==> src/rtl/pkg_opengpu.sv <==
// Shared SIMT core types and sizing constants.
// Used by the warp scheduler and the round-robin arbiters.
package pkg_opengpu;

    localparam int NUM_WARPS     = 4;
    localparam int WARP_ID_WIDTH = $clog2(NUM_WARPS);
    localparam int WARP_SIZE     = 32;
    localparam int ADDR_WIDTH    = 32;

    typedef enum logic [1:0] {
        W_IDLE     = 2'd0,
        W_READY    = 2'd1,
        W_INFLIGHT = 2'd2
    } warp_state_t;

endpackage

==> src/rtl/simt_rr_arbiter.sv <==
// Combinational round-robin arbiter: grants the first requester after ptr, wrapping modulo N.
// N must be a power of two so the index arithmetic wraps naturally.
module simt_rr_arbiter #(
    parameter int N  = 4,
    parameter int IW = (N > 1) ? $clog2(N) : 1
) (
    input  logic [N-1:0]  req,
    input  logic [IW-1:0] ptr,
    output logic          grant_valid,
    output logic [IW-1:0] grant_id
);

    logic [IW-1:0] idx;

    always_comb begin
        grant_valid = 1'b0;
        grant_id    = '0;
        idx         = '0;
        for (int i = 1; i <= N; i++) begin
            idx = ptr + IW'(i);
            if (!grant_valid && req[idx]) begin
                grant_valid = 1'b1;
                grant_id    = idx;
            end
        end
    end

endmodule

==> src/rtl/simt_warp_scheduler.sv <==
// Round-robin SIMT warp scheduler: per-warp PC/mask/run state, one instruction in flight per warp.
// Optional performance counters are compiled in with SIMT_SCHED_PERF_EN.
//
// state      | meaning
// W_IDLE     | context free, may accept a launch
// W_READY    | eligible for issue to fetch
// W_INFLIGHT | one instruction issued, waiting for execute to resolve it
module simt_warp_scheduler
    import pkg_opengpu::*;
#(
    parameter int NUM_WARPS     = pkg_opengpu::NUM_WARPS,
    parameter int WARP_ID_WIDTH = $clog2(NUM_WARPS),
    parameter int WARP_SIZE     = pkg_opengpu::WARP_SIZE,
    parameter int ADDR_WIDTH    = pkg_opengpu::ADDR_WIDTH
) (
    input  logic                     clk,
    input  logic                     rst_n,
    input  logic                     launch_valid,
    input  logic [WARP_ID_WIDTH-1:0] launch_warp_id,
    input  logic [ADDR_WIDTH-1:0]    launch_pc,
    input  logic [WARP_SIZE-1:0]     launch_mask,
    output logic                     launch_ready,
    output logic                     issue_valid,
    input  logic                     issue_ready,
    output logic [WARP_ID_WIDTH-1:0] issue_warp_id,
    output logic [ADDR_WIDTH-1:0]    issue_pc,
    output logic [WARP_SIZE-1:0]     issue_mask,
    input  logic                     resolve_valid,
    input  logic [WARP_ID_WIDTH-1:0] resolve_warp_id,
    input  logic [ADDR_WIDTH-1:0]    resolve_next_pc,
    input  logic [WARP_SIZE-1:0]     resolve_mask,
    input  logic                     resolve_done,
    output logic                     all_idle,
    output logic                     err
`ifdef SIMT_SCHED_PERF_EN
    ,
    output logic [31:0]              perf_issue_cnt,
    output logic [31:0]              perf_stall_cnt,
    output logic [31:0]              perf_idle_cnt
`endif
);

    warp_state_t              state_q [NUM_WARPS];
    warp_state_t              state_d [NUM_WARPS];
    logic [ADDR_WIDTH-1:0]    pc_q    [NUM_WARPS];
    logic [ADDR_WIDTH-1:0]    pc_d    [NUM_WARPS];
    logic [WARP_SIZE-1:0]     mask_q  [NUM_WARPS];
    logic [WARP_SIZE-1:0]     mask_d  [NUM_WARPS];
    logic [WARP_ID_WIDTH-1:0] rr_ptr_q, rr_ptr_d;
    logic                     err_q, err_d;

    logic [NUM_WARPS-1:0]     ready_vec, idle_vec;
    logic                     grant_valid;
    logic [WARP_ID_WIDTH-1:0] grant_id;
    logic                     issue_fire, launch_fire;

    always_comb begin
        ready_vec = '0;
        idle_vec  = '0;
        for (int w = 0; w < NUM_WARPS; w++) begin
            ready_vec[w] = (state_q[w] == W_READY);
            idle_vec[w]  = (state_q[w] == W_IDLE);
        end
    end

    simt_rr_arbiter #(
        .N  (NUM_WARPS),
        .IW (WARP_ID_WIDTH)
    ) u_arb (
        .req         (ready_vec),
        .ptr         (rr_ptr_q),
        .grant_valid (grant_valid),
        .grant_id    (grant_id)
    );

    assign issue_valid   = grant_valid;
    assign issue_warp_id = grant_id;
    assign issue_pc      = pc_q[grant_id];
    assign issue_mask    = mask_q[grant_id];
    assign launch_ready  = idle_vec[launch_warp_id];
    assign all_idle      = &idle_vec;
    assign err           = err_q;
    assign issue_fire    = issue_valid && issue_ready;
    assign launch_fire   = launch_valid && launch_ready;

    // Launch, issue and resolve always hit distinct warps, so their updates never collide.
    always_comb begin
        state_d  = state_q;
        pc_d     = pc_q;
        mask_d   = mask_q;
        rr_ptr_d = rr_ptr_q;
        err_d    = err_q;
        if (launch_fire && (launch_mask != '0)) begin
            state_d[launch_warp_id] = W_READY;
            pc_d[launch_warp_id]    = launch_pc;
            mask_d[launch_warp_id]  = launch_mask;
        end
        if (issue_fire) begin
            state_d[grant_id] = W_INFLIGHT;
            rr_ptr_d          = grant_id;
        end
        if (resolve_valid) begin
            if (state_q[resolve_warp_id] == W_INFLIGHT) begin
                if (resolve_done || (resolve_mask == '0)) begin
                    state_d[resolve_warp_id] = W_IDLE;
                end else begin
                    state_d[resolve_warp_id] = W_READY;
                    pc_d[resolve_warp_id]    = resolve_next_pc;
                    mask_d[resolve_warp_id]  = resolve_mask;
                end
            end else begin
                err_d = 1'b1;
            end
        end
    end

    always_ff @(posedge clk) begin
        if (!rst_n) begin
            for (int w = 0; w < NUM_WARPS; w++) begin
                state_q[w] <= W_IDLE;
                pc_q[w]    <= '0;
                mask_q[w]  <= '0;
            end
            rr_ptr_q <= WARP_ID_WIDTH'(NUM_WARPS - 1);
            err_q    <= 1'b0;
        end else begin
            state_q  <= state_d;
            pc_q     <= pc_d;
            mask_q   <= mask_d;
            rr_ptr_q <= rr_ptr_d;
            err_q    <= err_d;
        end
    end

`ifdef SIMT_SCHED_PERF_EN
    always_ff @(posedge clk) begin
        if (!rst_n) begin
            perf_issue_cnt <= '0;
            perf_stall_cnt <= '0;
            perf_idle_cnt  <= '0;
        end else begin
            if (issue_fire && (perf_issue_cnt != '1))
                perf_issue_cnt <= perf_issue_cnt + 32'd1;
            if (issue_valid && !issue_ready && (perf_stall_cnt != '1))
                perf_stall_cnt <= perf_stall_cnt + 32'd1;
            if (!issue_valid && !all_idle && (perf_idle_cnt != '1))
                perf_idle_cnt <= perf_idle_cnt + 32'd1;
        end
    end
`endif

endmodule

==> config.mk <==
export PLATFORM = sky130hd
export DESIGN_NAME = simt_warp_scheduler
export DESIGN_NICKNAME = d
export VERILOG_FILES = /design/src/rtl/pkg_opengpu.sv /design/src/rtl/simt_rr_arbiter.sv /design/src/rtl/simt_warp_scheduler.sv
export SDC_FILE = /design/constraint.sdc
export NUM_CORES = 1
export LEC_CHECK = 0
export BUFFER_PORTS_ARGS = -buffer_cell sky130_fd_sc_hd__buf_2
export CORE_MARGIN = 1
export CORE_UTILIZATION = 56
export DETAILED_ROUTE_END_ITERATION = 12
export GPL_ROUTABILITY_DRIVEN = 0
export GPL_TIMING_DRIVEN = 0
export PLACE_DENSITY = 0.89
export RECOVER_POWER = 25
export SYNTH_ARGS = -nofsm -noshare
export SYNTH_HDL_FRONTEND = slang
export SYNTH_SLANG_ARGS = --single-unit
export TNS_END_PERCENT = 30
==> constraint.sdc <==
create_clock -name clk -period 3.4 [get_ports clk]
set_input_delay 0.17 -clock clk [delete_from_list [all_inputs] [get_ports clk]]
set_output_delay 0.17 -clock clk [all_outputs]
set_load 0.01 [all_outputs]
==> impl_metrics.yaml <==
logic_synthesis:
  yosysWarningCount: 0
  yosysTopAreaCell: "dfxtp_1"
  postSynthRegisterBits: 267
  synthDominantCellAreaShare_pct: 39.21
  syn_nets: 1882
  ys_top_cells_by_area: "dfxtp_1 39%, nand2_1 14%, mux2i_1 14%"
  ys_seq_area_share_pct: 39.21
  mappedNetlistArea_sq_mm: 0.01363
  cells_after_synth: 1744
  synth.distinct_cells: 41
  syn_avg_cell_area_sq_um: 7.817
timing:
  timing.final.ws_setup_ns: -0.04891
  final-hold-violation-count: 0
  finalSetupViolations: 2
  final_slew_viol_count: 0
  post-route-min-period_ns: 3.449
  finClkSkew_ns: 0.01464
  clock.fmax_mhz: 289.9
  final_min_period_over_clock_period_pct: 101.4
  worst_slew_pin_slew_ns: 0.7397
  grt_setup_unrepaired: "true"
  maxSlewHeadroom_pct: 50.69
floorplanning:
  floorplan.die.height_microns: 158.0
  starting_density_pct: 57.57
  core_region_area_sq_mm: 0.02368
  ios: 208
  placement_rows: 56
  die_area_sq_mm: 0.02497
  die-width_microns: 158.0
worst_setup_path:
  cp_slowest_cell: "dfxtp_1"
  crit_path_start: "state_q[0]"
  worstSetupEndpointType: "output port"
  critical_path_peak_fanout: 10
  worstReg2RegEnd: "pc_q[80]"
  cp-start-kind: "flop"
  cp_top_family: "simple AND/OR/NAND/NOR gates"
  critical_path_arrival_ns: 3.28
  r2r_start: "state_q[0]"
  cp.required_ns: 3.23
  reg2reg_slack_ns: 0.29
  r2r_cells: 9
  critical_path_cell_list: "nor2b_1, nor2_1, nor3_1, nor2_4, inv_2, buf_4, buf_6, mux2i_2, mux2i_1, buf_2"
  cp.buffers_inverters: 4
  timing.setup.critical_path_class: "flop to output port"
  critical_path.max_stage_delay_ns: 0.50
cts:
  cts.root.buffer_cell: "clkbuf_16"
  numCtsBuffers: 29
  cts_tree: "done"
  cts.clk_slew.worst_paths_ns: 0.07
  clock-sinks: 267
  htree_num_levels: 1
  clock_path_buffers: 3
  worst_skew_pair.late_latency_ns: 0.55
outcome:
  violations: "setup timing"
  status: "finished, violations left"
detailed_routing:
  drtIter0Drc: 2712
  drt_drc_violations_left: 0
  route.vias.total: 16443
  avgRoutedWirePerCell_microns: 22.14
  routed_wl_microns: 53910
  drtAntennaViolNets: 0
  vias_per_cell: 6.753
  drt_pass1_iterations: 8
cells_and_area:
  post-route-cell-area_sq_mm: 0.01714
  final_common_cell: "nand2_1"
  syn_to_final_growth_pct: 25.74
  fillCellCount: 1695
  final_core_util_pct: 72.38
  layout-drive-gt1-share_pct: 15.89
  layout_common_cells: "515 x nand2_1, 267 x dfxtp_1, 257 x o21ai_0, 256 x a31oi_1, 240 x buf_2"
  design.final.nets: 2233
placement:
  port_buffer_count: 206
  dp.final_hpwl_microns: 33340
  placed_cell_area_sq_mm: 0.01506
global_routing:
  number_of_global_route_vias_before_repair: 15850
  grt_use_total_pct: 42.79
  grt_first_pass_wirelength_microns: 83570
  grt_max_degree: 14
  overflow: 0
  number_of_antenna_violations_at_the_first_check_in_global_routing: 0
hold_path:
  terminating_pin_of_the_worst_hold_path: "pc_q[22]"
  min_path_cells: 3
  timing.hold.worst.class: "primary input to flop"
  startpoint_of_the_lowest_slack_hold_path: "resolve_next_pc[22]"
pwr:
  max-vdd-ir-drop_mv: 0.4223
  leakagePower_nw: 6.236
  power-per-cell-area_mw_per_mm2: 451.5
job:
  cap_viol_max_count: 0
==> metal layers <==
layer  track usage, %  wire [microns]
met1            52.75           19090
met4            24.73            3382
met5                0               0
met2            65.81           23580
met3            13.33            7864
==> worst register-to-register path, stage by stage, from the launching register on <==
cell and delay, ns:
dfxtp_1 0.50, nor4bb_1 0.10, or4_1 0.66, o211a_1 0.18, buf_6 0.14, nand2_2 0.25, buf_2 0.33, nand2_1 0.10
a31oi_1 0.19, dlygate4sd3_1 0.59
==> cell families after synthesis <==
kind of cell / share of synthesized area, %
muxes: 14.18
AOI/OAI and AO/OA: 22.48
DFF: 39.21
and+or+nand+nor: 17.46
buffers and inverters: 6.681
==> registers in the layout (all words and copies together), names as in the netlist <==
| register | cells |
|---|---|
| err | 1 |
| mask_q | 128 |
| pc_q | 128 |
| rr_ptr_q | 2 |
| state_q | 8 |
==> metrics by stage <==
| step | worst slack, ns | power (W) | hold WS, ns | instances | setup TNS, ns |
|---|---|---|---|---|---|
| after floorplan | 1.313 | 0.004071 | 0.3225 | 1744 | 0 |
| after global placement | 0.6102 | 0.004476 | 0.4577 | 2269 | 0 |
| after detailed placement | 0.5724 | 0.004509 | 0.4636 | 2269 | 0 |
| after CTS | 0.1602 | 0.007599 | 0.0005808 | 2434 | 0 |
| after global routing | -0.05322 | 0.007897 | 0.009006 | 2434 | -0.1241 |
| final | -0.04891 | 0.007740 | 0.001966 | 2435 | -0.06206 |
==> synth_stat cells (all sizes together) <==
cell and count:
o21ai 258, nor3b 1, inv 3, buf 73, nand4b 2, o221ai 1, o211a 5, mux2i 192
a21oi 1, o21bai 1, dfxtp 267, mux2 1, clkbuf 86, o41ai 1, or4 3, or2 5
nor4b 2, and2b 1, nor3 1, and2 5, nand2b 3, o211ai 2, nand3 2, or3 1
o22ai 6, a21boi 4, nor2 9, nor4bb 1, nor4 17, nand2 519, nor2b 7, a211o 1
nand3b 1, nand4 6, a31oi 256
==> where the power goes <==
| group | switching, W | internal (W) | total (W) |
|---|---|---|---|
| Clock | 0.00135 | 0.00176 | 0.00311 |
| Sequential | 0.0000672 | 0.00323 | 0.00330 |
| Combinational | 0.000791 | 0.000537 | 0.00133 |
| Total | 0.00221 | 0.00553 | 0.00774 |
==> final cells by class <==
type | instances | area (sq um) | share of cell area [%]
multi-input cells | 1315 | 7398 | 43.16
flip-flops and latches | 267 | 5345 | 31.18
repair buffers | 321 | 2177 | 12.70
plain buffers | 158 | 900.9 | 5.255
clock buffers | 46 | 879.6 | 5.131
well taps | 319 | 399.1 | 2.328
clock inverters | 5 | 28.78 | 0.1679
inverters | 3 | 11.26 | 0.06569
diodes | 1 | 2.502 | 0.01460
==> worst max path at each step <==
| stage | end | slack (ns) | depth (start not counted) |
|---|---|---|---|
| final | issue_mask[15] | -0.05 | 10 |
| after global routing | pc_q[59] | -0.05 | 11 |
| after CTS | issue_pc[0] | 0.16 | 10 |
| after detailed placement | issue_mask[0] | 0.57 | 8 |
| after global placement | issue_mask[1] | 0.61 | 8 |
| after floorplan | issue_mask[26] | 1.31 | 9 |
==> repair_timing <==
| action | in CTS | in global routing |
|---|---|---|
| endpoints found under the hold margin | 258 | 0 |
| gates resized for setup | 0 | 14 |
| pin swaps | 0 | 0 |
| hold buffers | 115 | 0 |
| setup buffers | 0 | 0 |
| endpoints found under the setup margin | 6 | 17 |
Note: power is estimated with default switching activity, not from simulation.
